`config.mk`:
```
export PLATFORM = sky130hd
export DESIGN_NAME = imem_loader
export DESIGN_NICKNAME = d
export VERILOG_FILES = /design/src/rtl/imem_loader.sv
export SDC_FILE = /design/constraint.sdc
export NUM_CORES = 1
export LEC_CHECK = 0
export CAP_MARGIN = 0
export CELL_PAD_IN_SITES_DETAIL_PLACEMENT = 0
export CELL_PAD_IN_SITES_GLOBAL_PLACEMENT = 2
export CORE_ASPECT_RATIO = 1.2
export CORE_MARGIN = 8
export CORE_UTILIZATION = 40
export CTS_CLUSTER_DIAMETER = 120
export DETAILED_ROUTE_END_ITERATION = 10
export PLACE_DENSITY = 0.84
export SLEW_MARGIN = 20
export SYNTH_ARGS = -nofsm -noshare
export SYNTH_HDL_FRONTEND = slang
export SYNTH_SLANG_ARGS = --single-unit
```
`constraint.sdc`:
```
create_clock -name clk -period 5.6 [get_ports clk]
set_clock_uncertainty 0.15 [all_clocks]
set_input_delay 1.12 -clock clk [delete_from_list [all_inputs] [get_ports clk]]
set_output_delay 1.12 -clock clk [all_outputs]
set_load 0.1 [all_outputs]
```
`src/rtl/imem_loader.sv`:
```
// imem_loader: UART (8N1) boot loader that packs received bytes little-endian
// into 32-bit words, writes them to instruction memory and releases the core
// once NUM_WORDS words have been written.
//
// state | meaning
// IDLE  | line idle, waiting for a falling edge on rx_s
// START | timing to the middle of the start bit to reject glitches
// DATA  | sampling 8 data bits mid-bit, LSB first
// STOP  | sampling the stop bit; on a bad stop bit, wait for the line to go high
module imem_loader #(
  parameter int CLKS_PER_BIT = 16,
  parameter int NUM_WORDS    = 64
) (
  input  logic        clk,
  input  logic        rst,
  input  logic        rx,
  output logic        wr_en,
  output logic [31:0] wr_addr,
  output logic [31:0] wr_data,
  output logic        cpu_run,
  output logic        done,
  output logic        frame_err
);

  localparam int TW  = $clog2(CLKS_PER_BIT);
  localparam int WCW = $clog2(NUM_WORDS + 1);

  localparam logic [TW-1:0]  T_HALF = TW'(CLKS_PER_BIT / 2 - 1);
  localparam logic [TW-1:0]  T_FULL = TW'(CLKS_PER_BIT - 1);
  localparam logic [WCW-1:0] W_LAST = WCW'(NUM_WORDS - 1);

  typedef enum logic [1:0] {
    IDLE  = 2'd0,
    START = 2'd1,
    DATA  = 2'd2,
    STOP  = 2'd3
  } state_t;

  state_t         state, state_d;
  logic [TW-1:0]  timer, timer_d;
  logic [2:0]     bit_idx, bit_idx_d;
  logic [7:0]     shift, shift_d;
  logic           err_wait, err_wait_d;
  logic           byte_ok;
  logic           frame_set;

  logic           rx_m, rx_s;
  logic [1:0]     byte_cnt;
  logic [23:0]    word_buf;
  logic [WCW-1:0] word_cnt;

  assign cpu_run = done;

  // Two-flop synchronizer; resets to the idle-high line level.
  always_ff @(posedge clk or negedge rst) begin
    if (!rst) begin
      rx_m <= 1'b1;
      rx_s <= 1'b1;
    end else begin
      rx_m <= rx;
      rx_s <= rx_m;
    end
  end

  // Receiver state and bit-timing registers.
  always_ff @(posedge clk or negedge rst) begin
    if (!rst) begin
      state    <= IDLE;
      timer    <= '0;
      bit_idx  <= '0;
      shift    <= '0;
      err_wait <= 1'b0;
    end else begin
      state    <= state_d;
      timer    <= timer_d;
      bit_idx  <= bit_idx_d;
      shift    <= shift_d;
      err_wait <= err_wait_d;
    end
  end

  // Receiver next-state logic; byte_ok marks the edge that accepts a byte.
  always_comb begin
    state_d    = state;
    timer_d    = timer + TW'(1);
    bit_idx_d  = bit_idx;
    shift_d    = shift;
    err_wait_d = err_wait;
    byte_ok    = 1'b0;
    frame_set  = 1'b0;
    case (state)
      IDLE: begin
        timer_d    = '0;
        err_wait_d = 1'b0;
        if (!rx_s) state_d = START;
      end
      START: begin
        if (timer == T_HALF) begin
          timer_d = '0;
          if (rx_s) begin
            state_d = IDLE;
          end else begin
            state_d   = DATA;
            bit_idx_d = '0;
          end
        end
      end
      DATA: begin
        if (timer == T_FULL) begin
          timer_d   = '0;
          shift_d   = {rx_s, shift[7:1]};
          bit_idx_d = bit_idx + 3'd1;
          if (bit_idx == 3'd7) state_d = STOP;
        end
      end
      STOP: begin
        if (err_wait) begin
          // Hold here so the low stop bit is never mistaken for a new start.
          timer_d = '0;
          if (rx_s) begin
            state_d    = IDLE;
            err_wait_d = 1'b0;
          end
        end else if (timer == T_FULL) begin
          timer_d = '0;
          if (rx_s) begin
            byte_ok = 1'b1;
            state_d = IDLE;
          end else begin
            frame_set  = 1'b1;
            err_wait_d = 1'b1;
          end
        end
      end
      default: state_d = IDLE;
    endcase
    // Once the program is loaded the line is ignored entirely.
    if (done) begin
      state_d    = IDLE;
      timer_d    = '0;
      err_wait_d = 1'b0;
      byte_ok    = 1'b0;
      frame_set  = 1'b0;
    end
  end

  // Word packer and memory write port; wr_addr/wr_data only change on a
  // completed word so they stay stable until the next write.
  always_ff @(posedge clk or negedge rst) begin
    if (!rst) begin
      byte_cnt  <= '0;
      word_buf  <= '0;
      word_cnt  <= '0;
      wr_en     <= 1'b0;
      wr_addr   <= '0;
      wr_data   <= '0;
      done      <= 1'b0;
      frame_err <= 1'b0;
    end else begin
      wr_en <= byte_ok && (byte_cnt == 2'd3);
      if (frame_set) frame_err <= 1'b1;
      if (byte_ok) begin
        byte_cnt <= byte_cnt + 2'd1;
        case (byte_cnt)
          2'd0: word_buf[7:0]   <= shift;
          2'd1: word_buf[15:8]  <= shift;
          2'd2: word_buf[23:16] <= shift;
          default: begin
            wr_data <= {shift, word_buf};
            wr_addr <= 32'(word_cnt) << 2;
          end
        endcase
      end
      if (wr_en) begin
        word_cnt <= word_cnt + WCW'(1);
        if (word_cnt == W_LAST) done <= 1'b1;
      end
    end
  end

endmodule

```
==> insert_results.sql <==
INSERT INTO impl_metrics (metric_group, metric, value, unit) VALUES
('clock_tree', 'cts_max_path_buffers', '2', ''),
('synth', 'synth_cell_types', '41', ''),
('layout', 'fillCellCount', '923', ''),
('synth', 'post_synth_instance_area', '4200', 'um2'),
('timing', 'setup_viol', '0', ''),
('synth', 'post-synth-top-area-cell', 'dfrtp_1', ''),
('timing', 'min_tclk_post_route', '3.32', 'ns'),
('routing', 'detail_route.drc_violations', '0', ''),
('routing', 'maxUsedRoutingLayer', 'met4', ''),
('die', 'placeableCoreArea', '10400', 'um2'),
('layout', 'post-route-util', '47.6', '%'),
('routing', 'vias', '2202', ''),
('clock_tree', 'post-cts-setup-buffers', '0', ''),
('timing', 'final_max_slew_viol_count', '0', ''),
('worst_setup_path', 'worstPathCellList', 'clkdlybuf4s50_1', ''),
('die', 'fp.dieArea', '14000', 'um2'),
('die', 'chip_width', '110', 'um'),
('job', 'drv_cap', '0', ''),
('grt', 'maximum_number_of_pins_on_one_net_before_global_route_repair', '50', ''),
('routing', 'drt.antenna.violating_nets', '0', ''),
('worst_setup_path', 'required', '4.33', 'ns'),
('power_and_ir_drop', 'comb_power_share', '16.4', '%'),
('placed_design', 'gp_congestion', '0.823', ''),
('power_and_ir_drop', 'power.sequential.fraction', '47.5', '%'),
('synth', 'synth_flop_cell', 'dfrtp_1', ''),
('grt', 'antenna_found_initial', '0', ''),
('routing', 'wl_met1', '3270', 'um'),
('clock_tree', 'tritoncts', 'built', ''),
('status', 'result_of_the_run', 'finished, final reports clean', ''),
('timing', 'setup-tns-final', '0', 'ns'),
('clock_tree', 'clock_insertion_delay_worst_skew', '0.34', 'ns'),
('worst_setup_path', 'rr_startpoint', 'state[1]', ''),
('layout', 'post_route_cells_drive_above_1_share', '29.9', '%'),
('grt', 'grt_pass1_vias', '2316', ''),
('worst_setup_path', 'setup.worst_path.end_class', 'output port', ''),
('hold_path', 'timing.hold.worst.start', 'rx_m', ''),
('routing', 'route.met3.wl', '421', 'um'),
('placed_design', 'io_buffers', '45', ''),
('worst_setup_path', 'worstPathBufferInverterCount', '1', ''),
('die', 'initial_core_util', '40.5', '%'),
('synth', 'synth.top_cells.by_area', 'dfrtp_1 (55%), mux2_4 (14%), mux2_2 (9.4%), buf_4 (4.8%), ha_1 (2.4%)', ''),
('power_and_ir_drop', 'clockPowerShare', '36.1', '%'),
('timing', 'tightestPinTransition', '0.979', 'ns'),
('grt', 'track_usage', '10.7', '%'),
('routing', 'dr.pass1.iters', '4', ''),
('power_and_ir_drop', 'power.switching_fraction', '31.2', '%'),
('layout', 'postLayoutCellArea', '4930', 'um2'),
('die', 'placementRows', '41', ''),
('layout', 'multi_input_gate_area', '1620', 'um2'),
('power_and_ir_drop', 'power.internal', '1120', 'uW'),
('synth', 'avgSynthCellArea', '14.8', 'um2'),
('clock_tree', 'cts-hold-fix-buffers', '0', ''),
('power_and_ir_drop', 'power_density', '331', 'nW/um2'),
('routing', 'drtIter0Drc', '75', ''),
('synth', 'synthArstFlopShare', '100', '%'),
('timing', 'min_period_over_period', '59.3', '%'),
('power_and_ir_drop', 'p_sw', '509', 'uW'),
('grt', 'grt-ovfl-total', '0', ''),
('layout', 'diode_count', '0', ''),
('timing', 'slew_headroom', '34.5', '%'),
('routing', 'vias_per_cell', '4.76', ''),
('worst_setup_path', 'max_stage_delay', '1.20', 'ns'),
('clock_tree', 'postCtsResizedCells', '0', ''),
('layout', 'finish.net_count', '340', ''),
('hold_path', 'hold_path.class', 'reg -> reg', ''),
('synth', 'synth_enable_flop_cells', '0', ''),
('worst_setup_path', 'path_max_fanout', '11', ''),
('clock_tree', 'cts_root_buf', 'clkbuf_16', ''),
('worst_setup_path', 'crit_path_top_delay_cell', 'clkdlybuf4s50_1', ''),
('timing', 'worst_hold_slack', '0.208', 'ns'),
('layout', 'register_cell_area_after_layout', '2380', 'um2');
logic make-up (layout without fill, tap and decap cells):
family / after synthesis / count (layout) / synth area share, %
AO/OA/AOI/OAI: 18 / 18 / 2.83
XOR/XNOR: 8 / 8 / 1.67
adder cells (fa/ha/maj): 8 / 8 / 2.39
buffers and inverters: 41 / 67 / 6.92
flip-flops: 95 / 95 / 56.7
multiplexers: 74 / 74 / 23.3
other: 1 / 25 / 0.0894
AND/OR/NAND/NOR: 39 / 39 / 6.05
routing by layer:
metal	GRT usage [%]	vias to the layer above
li1	-	1045
met1	13.4	1100
met2	15.8	50
met3	4.02	7
met4	5.02	0
met5	0	-
cell type report:
class                           count  area share [%]
Clock inverter                      6            1.09
Sequential cell                    95            48.3
Clock buffer                       10            4.85
Inverter                            4           0.305
Tap cell                          129            3.27
Timing Repair Buffer               47            9.39
Multi-Input combinational cell    172            32.8
final timing paths:
path,to,slack (ns),cells past startpoint
setup / recovery,done,2.28,1
hold / removal,rx_s,0.21,0
setup reg to reg,wr_data[1],3.06,3
hold reg to reg,rx_s,0.21,0
max in group asynchronous,wr_data[2],3.62,2
min in group asynchronous,wr_addr[8],0.64,1
worst reg2reg max path, stage by stage (launching register included):
cell      delay (ns)
dfrtp_1         0.58
and4bb_1        0.48
nand3_4         0.66
mux2_4          0.55
per-stage QoR:
step,total power [uW],setup WS [ns]
final,1630,2.28
after global routing,1710,2.22
after CTS,1650,2.26
after detailed placement,1060,2.63
after global placement,1050,2.64
after floorplan,1020,2.99
placed cells by master, fill, tap and decap left out, types with 3 or more instances in the layout:
cell type and instances:
mux2_2 35, clkdlybuf4s50_1 44, or3_1 3, dfrtp_1 93, clkbuf_16 9, inv_1 4, nor2_1 3, o21ai_0 4
nor3_1 3, nand3_2 3, nand3_1 3, nand2_1 8, a21oi_1 4, clkinv_4 3, xor2_1 3, mux2_4 39
conb_1 25, ha_1 8, xnor2_1 5, buf_4 3
power by group through the flow:
stage / registers (uW) / logic, uW / clock network [uW]
after floorplan: 787 / 231 / 0
after global placement: 787 / 264 / 0
after detailed placement: 787 / 268 / 0
after CTS: 774 / 270 / 609
after global routing: 782 / 291 / 640
final: 775 / 268 / 590
flip-flops by register name, summed over array words and instances (netlist names), 2 cells and up:
name and cells:
word_buf 24, timer 4, byte_cnt 2, word_cnt 7
wr_data 32, state 2, shift 8, wr_addr 7
bit_idx 3
(Power assumes the default switching activity.)
